<file path="src/rtl/hazard_flush_ctrl_pkg.sv">
// Shared encodings for the RV32I hazard / flush controller.
package hazard_flush_ctrl_pkg;

  localparam logic [1:0] PCSEL_SEQ   = 2'b00;
  localparam logic [1:0] PCSEL_TGT   = 2'b01;
  localparam logic [1:0] PCSEL_RECOV = 2'b10;

  localparam logic [31:0] NOP_INSN = 32'h0000_0013;

  typedef enum logic [0:0] {
    ST_RUN      = 1'b0,
    ST_REDIRECT = 1'b1
  } hfc_state_e;

endpackage

</file>
<file path="src/rtl/hazard_flush_ctrl_detect.sv">
// Combinational load-use and branch/jump mispredict detection for the EX/ID slots.
module hazard_detect
  import hazard_flush_ctrl_pkg::*;
(
  input  logic       i_ex_valid,
  input  logic [4:0] i_id_rs1,
  input  logic [4:0] i_id_rs2,
  input  logic       i_id_use_rs1,
  input  logic       i_id_use_rs2,
  input  logic       i_ex_mem_read,
  input  logic [4:0] i_ex_rd,
  input  logic       i_ex_branch,
  input  logic       i_ex_jump,
  input  logic       i_br_taken,
  input  logic       i_ex_bpred,
  input  logic       i_ex_bpred_valid,
  output logic       o_lu,
  output logic       o_mp,
  output logic [1:0] o_mp_pcsel
);

  logic w_pt;
  logic w_mp_tgt;
  logic w_mp_recov;
  logic w_rs1_hit;
  logic w_rs2_hit;

  assign w_pt       = i_ex_bpred & i_ex_bpred_valid;
  assign w_mp_tgt   = i_ex_valid & ~w_pt & (i_ex_jump | (i_ex_branch & i_br_taken));
  assign w_mp_recov = i_ex_valid & w_pt & i_ex_branch & ~i_br_taken;

  assign o_mp       = w_mp_tgt | w_mp_recov;
  assign o_mp_pcsel = w_mp_tgt ? PCSEL_TGT : (w_mp_recov ? PCSEL_RECOV : PCSEL_SEQ);

  assign w_rs1_hit = i_id_use_rs1 & (i_id_rs1 == i_ex_rd);
  assign w_rs2_hit = i_id_use_rs2 & (i_id_rs2 == i_ex_rd);
  assign o_lu      = i_ex_valid & i_ex_mem_read & (i_ex_rd != 5'd0) & (w_rs1_hit | w_rs2_hit);

endmodule

</file>
<file path="src/rtl/hazard_flush_ctrl.sv">
// Pipeline stall/flush/PC-select controller; perf counters under HAZARD_PERF_CNT_EN.
//   state       | meaning
//   ST_RUN      | normal issue: mispredict > load-use > fetch miss
//   ST_REDIRECT | hold IF/ID flushed for bc valid fetches after a redirect
module hazard_flush_ctrl
  import hazard_flush_ctrl_pkg::*;
#(
  parameter int unsigned REDIRECT_BUBBLES = 1
)(
  input  logic       clk,
  input  logic       reset,
  input  logic [4:0] IF_ID_Rs1,
  input  logic [4:0] IF_ID_Rs2,
  input  logic       IF_ID_UseRs1,
  input  logic       IF_ID_UseRs2,
  input  logic       ID_EX_MemRead,
  input  logic [4:0] ID_EX_Rd,
  input  logic       ID_EX_Branch,
  input  logic       ID_EX_Jump,
  input  logic       BrTaken,
  input  logic       ID_EX_BPred,
  input  logic       ID_EX_BPredValid,
  input  logic       imem_valid,
  output logic       PC_Stall,
  output logic       IF_ID_Stall,
  output logic       IF_ID_Flush,
  output logic       ID_EX_Flush,
  output logic [1:0] PCSel
`ifdef HAZARD_PERF_CNT_EN
  ,
  output logic [31:0] StallCnt,
  output logic [31:0] FlushCnt
`endif
);

  localparam logic [1:0] LP_BUBBLES = 2'(REDIRECT_BUBBLES);

  hfc_state_e r_state;
  hfc_state_e w_state_nxt;
  logic [1:0] r_bc;
  logic [1:0] w_bc_nxt;
  logic       r_ex_bubble;

  logic       w_lu;
  logic       w_mp;
  logic [1:0] w_mp_pcsel;

  logic       w_pc_stall;
  logic       w_if_id_stall;
  logic       w_if_id_flush;
  logic       w_id_ex_flush;
  logic [1:0] w_pcsel;

  hazard_detect u_detect (
    .i_ex_valid       (~r_ex_bubble),
    .i_id_rs1         (IF_ID_Rs1),
    .i_id_rs2         (IF_ID_Rs2),
    .i_id_use_rs1     (IF_ID_UseRs1),
    .i_id_use_rs2     (IF_ID_UseRs2),
    .i_ex_mem_read    (ID_EX_MemRead),
    .i_ex_rd          (ID_EX_Rd),
    .i_ex_branch      (ID_EX_Branch),
    .i_ex_jump        (ID_EX_Jump),
    .i_br_taken       (BrTaken),
    .i_ex_bpred       (ID_EX_BPred),
    .i_ex_bpred_valid (ID_EX_BPredValid),
    .o_lu             (w_lu),
    .o_mp             (w_mp),
    .o_mp_pcsel       (w_mp_pcsel)
  );

  always_comb begin
    w_pc_stall    = 1'b0;
    w_if_id_stall = 1'b0;
    w_if_id_flush = 1'b0;
    w_id_ex_flush = 1'b0;
    w_pcsel       = PCSEL_SEQ;
    w_state_nxt   = r_state;
    w_bc_nxt      = r_bc;
    case (r_state)
      ST_RUN: begin
        if (w_mp) begin
          w_if_id_flush = 1'b1;
          w_id_ex_flush = 1'b1;
          w_pcsel       = w_mp_pcsel;
          if (LP_BUBBLES != 2'd0) begin
            w_state_nxt = ST_REDIRECT;
            w_bc_nxt    = LP_BUBBLES;
          end
        end else if (w_lu) begin
          w_pc_stall    = 1'b1;
          w_if_id_stall = 1'b1;
          w_id_ex_flush = 1'b1;
        end else if (!imem_valid) begin
          w_pc_stall    = 1'b1;
          w_if_id_flush = 1'b1;
        end
      end
      ST_REDIRECT: begin
        w_if_id_flush = 1'b1;
        w_pc_stall    = ~imem_valid;
        if (imem_valid) begin
          if (r_bc <= 2'd1) begin
            w_state_nxt = ST_RUN;
            w_bc_nxt    = 2'd0;
          end else begin
            w_bc_nxt = r_bc - 2'd1;
          end
        end
      end
      default: w_state_nxt = ST_RUN;
    endcase
  end

  // Outputs are held at zero for the whole time reset is low, not just after an edge.
  assign PC_Stall    = reset & w_pc_stall;
  assign IF_ID_Stall = reset & w_if_id_stall;
  assign IF_ID_Flush = reset & w_if_id_flush;
  assign ID_EX_Flush = reset & w_id_ex_flush;
  assign PCSel       = reset ? w_pcsel : PCSEL_SEQ;

  always_ff @(posedge clk or negedge reset) begin
    if (!reset) begin
      r_state     <= ST_RUN;
      r_bc        <= 2'd0;
      r_ex_bubble <= 1'b1;
    end else begin
      r_state     <= w_state_nxt;
      r_bc        <= w_bc_nxt;
      r_ex_bubble <= ID_EX_Flush;
    end
  end

`ifdef HAZARD_PERF_CNT_EN
  logic [31:0] r_stall_cnt;
  logic [31:0] r_flush_cnt;

  always_ff @(posedge clk or negedge reset) begin
    if (!reset) begin
      r_stall_cnt <= 32'd0;
      r_flush_cnt <= 32'd0;
    end else begin
      if (PC_Stall && (r_stall_cnt != 32'hFFFF_FFFF))
        r_stall_cnt <= r_stall_cnt + 32'd1;
      if ((IF_ID_Flush || ID_EX_Flush) && (r_flush_cnt != 32'hFFFF_FFFF))
        r_flush_cnt <= r_flush_cnt + 32'd1;
    end
  end

  assign StallCnt = r_stall_cnt;
  assign FlushCnt = r_flush_cnt;
`endif

endmodule

</file>
<file path="config.mk">
export PLATFORM = sky130hd
export DESIGN_NAME = hazard_flush_ctrl
export DESIGN_NICKNAME = d
export VERILOG_FILES = /design/src/rtl/hazard_flush_ctrl_pkg.sv /design/src/rtl/hazard_flush_ctrl_detect.sv /design/src/rtl/hazard_flush_ctrl.sv
export SDC_FILE = /design/constraint.sdc
export NUM_CORES = 1
export LEC_CHECK = 0
export CELL_PAD_IN_SITES_DETAIL_PLACEMENT = 1
export CELL_PAD_IN_SITES_GLOBAL_PLACEMENT = 2
export CORE_AREA = 2 2 55 57
export CTS_CLUSTER_DIAMETER = 150
export DETAILED_ROUTE_END_ITERATION = 12
export DIE_AREA = 0 0 57 59
export PLACE_DENSITY = 0.83
export SYNTH_ARGS = -nofsm -noshare
export SYNTH_HDL_FRONTEND = slang
export SYNTH_SLANG_ARGS = --single-unit
export TNS_END_PERCENT = 5
</file>
<file path="constraint.sdc">
create_clock -name clk -period 1.8 [get_ports clk]
set_input_delay 0.18 -clock clk [delete_from_list [all_inputs] [get_ports clk]]
set_output_delay 0.18 -clock clk [all_outputs]
set_load 0.01 [all_outputs]
</file>
# --- Yosys cells after proc, flatten, opt, wreduce, memory -nomap -nowiden ---
# Index checks and enable logic that the tools add are counted.
word_totals:
  reg_bits: 4
  latch_bits: 0
  ramBits: 0
  romBits: 0
  input_bits: 26
  out_inout_bits: 6
  wordCells: 60
  mem_count: 0
classes:
  add_sub_neg: 1
  mul: 0
  div_mod_pow: 0
  magnitude_cmp: 1
  eq_ne: 4
  shifts: 0
  n_mux: 25
  n_bitwise: 24
  reduce_logical: 2
ops:
  columns: ["operator", "n"]
  rows:
  - ["1-bit bitwise AND", 16]
  - ["2-bit two-way mux", 8]
  - ["1-bit two-way mux", 13]
  - ["5-bit equality test", 2]
  - ["1-bit case mux with 2 select lines", 3]
  - ["1-bit inverter", 5]
  - ["5-bit nonzero test", 1]
  - ["2-bit case mux with 2 select lines", 1]
  - ["1-bit OR", 3]
  - ["2-bit by 1-bit less-or-equal comparator with 1-bit output (second input constant)", 1]
  - ["2-bit by 1-bit != test with 1-bit output (second input constant)", 1]
  - ["2-bit != test (second input constant)", 1]
  - ["2-bit AND reduction", 1]
  - ["2-bit by 1-bit subtractor with 2-bit output (second input constant)", 1]

# --- Logic depth before layout (Yosys ltp) ---
# Gate-level depths: netlist (run 1).
logic_depth:
  depth_word: 9
  mapped_depth: 4
  mapped_depth_nobuf: 4

# --- Modules after synthesis ---
# A second synthesis (run 1) with hierarchy kept.
hier_totals:
  hier_cells: 49
  area_unflattened_um2: 422.9
by_module_without_submodules:
  columns: ["mod", "n_inst", "cells_each", "area_per_inst_um2", "seq_area_each_um2"]
  rows:
  - ["hazard_flush_ctrl", 1, 24, 245.2, 101.3]
  - ["hazard_detect", 1, 25, 177.7, 0.0]

# --- Worst setup path after synthesis (run 1) ---
# Ideal clock, no wire load.
synth_path:
  kind: "reg2out"
  start: "reg r_ex_bubble"
  end: "out PC_Stall"
  arrival_time_ns: 1.367
  required_time_ns: 1.620
  setup_slack_ns: 0.253
  stages_incl_launch_ff: 4
  path_buffers: 0
  path_cell_list: "dfstp_2 a21o_1 o22ai_1 o41ai_1"
synth_between:
  elab_chain_len: 8
  word_cells_on_any_way: 14
  cone_classes: "mux (3); bitwise (11)"
synth_lines:
  columns: ["item", "line", "source"]
  rows:
  - ["from (decl)", "hazard_flush_ctrl.sv:42", "logic r_ex_bubble;"]
  - ["from (signal assigned)", "hazard_flush_ctrl.sv:130", "r_ex_bubble <= ID_EX_Flush;"]
  - ["1-bit inverter *", "hazard_flush_ctrl.sv:55", ".i_ex_valid (~r_ex_bubble),"]
  - ["1-bit bitwise AND, on equally long branches (3 in series)", "hazard_flush_ctrl_detect.sv:37, hazard_flush_ctrl_detect.sv:30", null]
  - ["1-bit two-way mux or 1-bit OR (tied branches)", "hazard_flush_ctrl.sv:90, hazard_flush_ctrl_detect.sv:32", null]
  - ["1-bit two-way mux *", "hazard_flush_ctrl.sv:82", "if (w_mp) begin"]
  - ["1-bit case mux with 2 select lines *", "hazard_flush_ctrl.sv:80", "case (r_state)"]
  - ["1-bit bitwise AND *", "hazard_flush_ctrl.sv:116", "assign PC_Stall = reset & w_pc_stall;"]
  - ["to (decl)", "hazard_flush_ctrl.sv:24", "output logic PC_Stall,"]
# Every way passes the cells marked *; elsewhere a longest branch is shown, timed or not.

# --- Worst setup path in the final report (run 1) ---
layout_path:
  start: "in IF_ID_Rs2[1]"
  end: "out ID_EX_Flush"
layout_between:
  elab_chain_len: 8
layout_lines:
  columns: ["item", "line", "source"]
  rows:
  - ["from (decl)", "hazard_flush_ctrl.sv:13", "input logic [4:0] IF_ID_Rs2,"]
  - ["5-bit equality test", "hazard_flush_ctrl_detect.sv:36", "assign w_rs2_hit = i_id_use_rs2 & (i_id_rs2 == i_ex_rd);"]
  - ["1-bit bitwise AND", "hazard_flush_ctrl_detect.sv:36", null]
  - ["1-bit OR", "hazard_flush_ctrl_detect.sv:37", "assign o_lu = i_ex_valid & i_ex_mem_read & (i_ex_rd != 5'd0) & (w_rs1_hit | w_rs2_hit);"]
  - ["1-bit bitwise AND", "hazard_flush_ctrl_detect.sv:37", null]
  - ["1-bit two-way mux", "hazard_flush_ctrl.sv:90", "end else if (w_lu) begin"]
  - ["1-bit two-way mux", "hazard_flush_ctrl.sv:82", null]
  - ["1-bit two-way mux", "hazard_flush_ctrl.sv:80", null]
  - ["1-bit bitwise AND", "hazard_flush_ctrl.sv:119", "assign ID_EX_Flush = reset & w_id_ex_flush;"]
  - ["to (decl)", "hazard_flush_ctrl.sv:27", "output logic ID_EX_Flush,"]
# Every way passes these cells.

==> results_dict.tcl, run 1 <==
set metrics [dict create \
    drtIter0Drc 7 \
    dp_hpwl_um 1400 \
    clkLatencyLatePin_ns 0.24 \
    crit_buf_inv 3 \
    ff2ff_path_depth 5 \
    finalInstanceArea_um2 967 \
    drv_slew 0 \
    ys_warn_count 0 \
    rsz0062_at_grt "yes" \
    post-place-ws_ns -0.715 \
    synthCells 46 \
    wl_um 2040 \
    required_ns 1.62 \
    critPathTopFamily "buffers and inverters" \
    synthTopCellsByCount "8 x xor2_1, 3 x dfrtp_1, 3 x inv_1" \
    placed_area_um2 817 \
    cts_root_buffer "clkbuf_4" \
    synth_top_area_share_pct 19.1 \
    grt-ovfl-total 0 \
    path_max_fanout 3 \
    outcome "finished, final reports clean" \
    drt-vias-per-instance 4.63 \
    finalWorstSetupSlack_ns 0.00780 \
    drive_gt1_share_pct 46.4 \
    path_cells "dlygate4sd2_1 > xor2_1 > nor4_4 > a32oi_2 > buf_4 > o31ai_4 > buf_2" \
    synth_cell_types 28 \
    synth.net_count 72 \
    core.rowCount 19 \
    routedWlPerCell_um 15.9 \
    grt_pass1_vias 598 \
    synth_edf_count 0 \
    drcViolationCount 0 \
    port_buffers 31 \
    regToRegStartpoint "r_ex_bubble" \
    postSynthAreaPerCell_um2 8.54 \
    setup_viol 0 \
    cts_tree "yes" \
    cts_hold_buf 0 \
    drt_pass1_iterations 4 \
    fin_skew_ns 0.0100 \
    ctsHtreeMaxLevel 1 \
    die_w_um 57 \
    finalSetupTns_ns 0 \
    rr_endpoint "r_ex_bubble" \
    yosysMostFrequentCell "xor2_1" \
    synth.largest_area_cell "dfrtp_1" \
    via_count 592 \
    grt_max_degree 8 \
    grt_pass1_wl_um 2790 \
    cpPeakStageDelay_ns 0.25 \
    antenna_found_initial 0 \
    gp_congestion 0.692 \
    max_freq_ghz 0.558 \
    cp.arrival_ns 1.61 \
    clkTransAtPathRegs_ns 0.04 \
    slew-limit-headroom_pct 75.7 \
    synth-seq-cells 4 \
    grt_util_all_layers_pct 10.9 \
    r2r_setup_slack_ns 0.47 \
    clock_sinks 4 \
    initial_core_util_pct 14.5 \
    numCtsBuffers 3 \
    worstSetupStartpointType "primary input" \
    fp.dieArea_mm2 0.00336 \
    top_level_ports 32 \
    tightest_slew_ns 0.363 \
    area_growth_pct 146 \
    peakVddDrop_mv 0.219 \
    max-cap-violations 0 \
    yosys-top-cells-area "dfrtp_1 19%, xor2_1 18%, dfstp_2 6.7%" \
    ys.flop_type "dfrtp_1" \
    synthArstFlopShare_pct 100 \
    finalNetCount 124 \
    ant_nets 0 \
    cellPowerDensity_mw_per_mm2 548 \
    path_class "in2out" \
    num_antenna_cells 0 \
    core_mm2 0.00271 \
    synth.cell_area_um2 393 \
    timing.hold.ws_ns 0.402 \
    die_y_um 59 \
    hold_viol 0 \
    crit_slowest_cell "o31ai_4" \
    seq_area_frac_synth_pct 25.8 \
    hold_class "in2async" \
    cts_buffer_depth 2 \
    fin_crit_sh_pct 99.6 \
    finalCriticalPeriod_ns 1.79 \
    cp.depth 7 \
    critPathCaptureType "output port" \
    power_leakage_nw 0.474 \
]
## state kept, by name, indices dropped and copies added (netlist names)
signal / count
r_bc: 2
r_state: 1
r_ex_bubble: 1
## kinds of logic (layout without fill, tap and decap cells)
group / after synthesis / after routing / share of synthesized area (%)
AO/OA/AOI/OAI: 15 / 15 / 27.7
AND/OR/NAND/NOR: 14 / 14 / 21.3
XOR/XNOR: 10 / 10 / 22.3
flip-flops: 4 / 4 / 25.8
buffers and inverters: 3 / 54 / 2.87
## layout by cell type, fill, tap and decap left out, types with 2 or more instances in the layout
master           instances
buf_2                    4
buf_4                   16
clkbuf_2                 5
clkbuf_4                 3
clkdlybuf4s15_1          2
clkdlybuf4s50_1          7
dfrtp_1                  3
dlygate4sd2_1            5
dlymetal6s2s_1           6
inv_1                    3
nor2_1                   2
nor3_1                   2
nor4_4                   2
o21ai_0                  2
xor2_1                   5
xor2_2                   3
## power by group
part / switching [mW] / total (mW) / leakage (nW) / internal, mW
registers: 0.0127 / 0.122 / 0.0474 / 0.109
clock network: 0.0404 / 0.124 / 0.0150 / 0.0834
logic: 0.138 / 0.284 / 0.412 / 0.146
## layer usage
metal | GRT usage (%) | vias up | wire length, um
met5 | 0 | - | 0
met4 | 7.97 | 0 | 53
met3 | 0.873 | 4 | 106
met2 | 19.2 | 23 | 1080
met1 | 12.4 | 289 | 803
li1 | - | 276 | -
## tightest hold or removal path, stage by stage
cell             delay, ns
clkdlybuf4s50_1       0.51
buf_4                 0.15
buf_4                 0.13
## worst max-delay path by stage
stage | start | endpoint | slack (ns)
floorplan | r_ex_bubble | PC_Stall | 0.25
global placement | ID_EX_Rd[2] | PC_Stall | -0.65
detailed placement | ID_EX_Rd[3] | ID_EX_Flush | -0.72
CTS | IF_ID_Rs2[1] | IF_ID_Flush | -0.09
global route | IF_ID_Rs2[1] | ID_EX_Flush | -0.04
finish | IF_ID_Rs2[1] | ID_EX_Flush | 0.008
## layout make-up
type	count	area, um2
fillers	326	1740
well taps	31	38.8
clock buffers	4	26.3
repair buffers	47	397
inverters	3	11.3
multi-input cells	39	393
flip-flops and latches	4	101
## repair_timing
item | CTS | global route
buffers inserted | 0 | 6
pin swaps | 8 | 12
gates resized for setup | 43 | 31
endpoints found under the setup margin | 6 | 4
## per-stage QoR
stage | std cells | power (mW) | util [%]
after floorplan | 46 | 0.208 | -
after global placement | 118 | 0.349 | 30.1
after detailed placement | 118 | 0.356 | 30.1
after CTS | 122 | 0.492 | 31.7
after global routing | 128 | 0.563 | 35.7
final | 128 | 0.530 | 35.7
No activity file was read; power rests on OpenSTA's default activity.
==> run 2: changes to the inputs <==
Settings changed: CORE_AREA 2 2 55 57 to 2 2 42 44, DIE_AREA 0 0 57 59 to 0 0 44 46, DONT_BUFFER_PORTS from default to 1, PLACE_DENSITY 0.83 to 0.76, SLEW_MARGIN from default to 20.
==> run 2 against run 1 <==
Effect of this change:
- register-to-register slack improved by 0.02 ns
- maximum frequency rose by 1.3%
- cell count fell by 41%
==> results_dict.tcl, run 2 (synthesis gave the netlist of run 1 again) <==
set metrics [dict create \
    clkTransAtPathRegs_ns 0.04 \
    cts_tree "yes" \
    setup_viol 0 \
    drv_slew 0 \
    ant_nets 0 \
    largest_reg_flops 2 \
    ctsHtreeMaxLevel 1 \
    hold_viol 0 \
    final_util_pct 33.5 \
    critPathTopFamily "compound AO/OA/AOI/OAI gates" \
    critPathCaptureType "output port" \
    drive_gt1_share_pct 27.1 \
    drt_pass1_iterations 2 \
    path_max_fanout 7 \
    required_ns 1.62 \
    path_cells "a21o_1 > o22ai_4 > a211o_1 > o41ai_2 > buf_4" \
    via_count 412 \
    num_antenna_cells 0 \
    slew-limit-headroom_pct 68.5 \
    layout_commonest_cell "xor2_1" \
    fp.dieArea_mm2 0.00202 \
    grt_pass1_wl_um 1680 \
    drt-vias-per-instance 5.42 \
    power_leakage_nw 0.223 \
    crit_slowest_cell "dfstp_2" \
    hold_class "in2reg" \
    dp_hpwl_um 894 \
    die_w_um 44 \
    cellPowerDensity_mw_per_mm2 741 \
    top_level_ports 32 \
    cp.arrival_ns 1.59 \
    die_y_um 46 \
    core.rowCount 15 \
    path_class "reg2out" \
    initial_core_util_pct 24.3 \
    grt_pass1_vias 418 \
    clock_sinks 4 \
    wl_um 1220 \
    finalCriticalPeriod_ns 1.77 \
    gp_congestion 0.686 \
    drtIter0Drc 4 \
    crit_buf_inv 1 \
    cts_buffer_depth 2 \
    tightest_slew_ns 0.473 \
    numCtsBuffers 3 \
    finalNetCount 86 \
    port_buffers 0 \
    dp.cells 65 \
    top_register "r_bc" \
    fin_cells 76 \
    routedWlPerCell_um 16.0 \
    grt_util_all_layers_pct 12.2 \
    cts_root_buffer "clkbuf_4" \
    most-common-layout-cells "8 x xor2_1, 7 x buf_4, 3 x inv_1, 3 x clkbuf_4, 3 x dfrtp_1" \
    grt-ovfl-total 0 \
    worstSetupStartpointType "flop" \
    clkLatencyLatePin_ns 0.24 \
    fin_crit_sh_pct 98.3 \
    reg.largest.list "r_bc (2), r_ex_bubble (1), r_state (1)" \
    drcViolationCount 0 \
    max-cap-violations 0 \
    core_mm2 0.00161 \
    cpPeakStageDelay_ns 0.54 \
    outcome "finished, final reports clean" \
    peakVddDrop_mv 0.318 \
    grt_max_degree 10 \
    max_freq_ghz 0.565 \
    area_growth_pct 37.6 \
    fin_skew_ns 0.00205 \
    antenna_found_initial 0 \
]
==> run 2: changes by cell type in the layout (fill, tap and decap cells not counted), moves of 2 or more <==
| cell | delta |
|---|---|
| dlymetal6s2s_1 | -6 |
| clkdlybuf4s50_1 | -7 |
| xor2_1 | +3 |
| clkdlybuf4s15_1 | -2 |
| dlygate4sd2_1 | -5 |
| xor2_2 | -3 |
| buf_4 | -9 |
| clkbuf_2 | -5 |
| nor4_1 | +2 |
| buf_2 | -4 |
| nor4_4 | -2 |
==> run 2: layout make-up <==
type | count | area [um2]
Fill cell | 192 | 1070
Timing Repair Buffer | 9 | 73.8
Inverter | 3 | 11.3
Sequential cell | 4 | 101
Multi-Input combinational cell | 39 | 307
Tap cell | 17 | 21.3
Clock buffer | 4 | 26.3
==> run 2: routing by layer <==
layer | vias up | global-route usage (%) | share of wire (%)
li1 | 200 | - | -
met1 | 188 | 10.4 | 33
met2 | 20 | 22.9 | 56
met3 | 4 | 4.76 | 8.9
met4 | 0 | 9.09 | 2.6
met5 | - | 0 | 0
==> run 2: power breakdown <==
part | total [mW] | internal (mW) | switching [mW]
clock network | 0.129 | 0.0837 | 0.0450
registers | 0.129 | 0.109 | 0.0192
logic | 0.143 | 0.0712 | 0.0720
==> run 2: worst paths after layout <==
| kind | slack (ns) | cells after the start | startpoint | to |
|---|---|---|---|---|
| min reg2reg | 0.53 | 1 | r_bc[1] | r_state |
| min | 0.13 | 2 | reset | r_ex_bubble |
| max in group asynchronous | 1.34 | 1 | reset | r_ex_bubble |
| max reg2reg | 0.49 | 3 | r_state | r_ex_bubble |
| min in group asynchronous | 0.21 | 1 | reset | r_bc[0] |
| max | 0.03 | 5 | r_ex_bubble | PC_Stall |
==> run 2: what timing repair did <==
action	CTS	global route
setup endpoints to repair	4	1
resized for setup	2	3
buffers inserted	3	3
hold buffers	1	0
pin swaps	0	2
hold endpoints to repair	4	0
==> run 2: metrics by stage <==
stage,instance area [um2],TNS [ns],hold WS [ns],power [mW],worst slack [ns]
floorplan,393,0,-0.116,0.208,0.253
global placement,429,0,-0.115,0.229,0.181
detailed placement,429,0,-0.115,0.231,0.0886
global route,541,-0.0359,0.174,0.429,-0.0190
CTS,502,0,0.154,0.383,0.0201
finish,541,0,0.129,0.400,0.0305
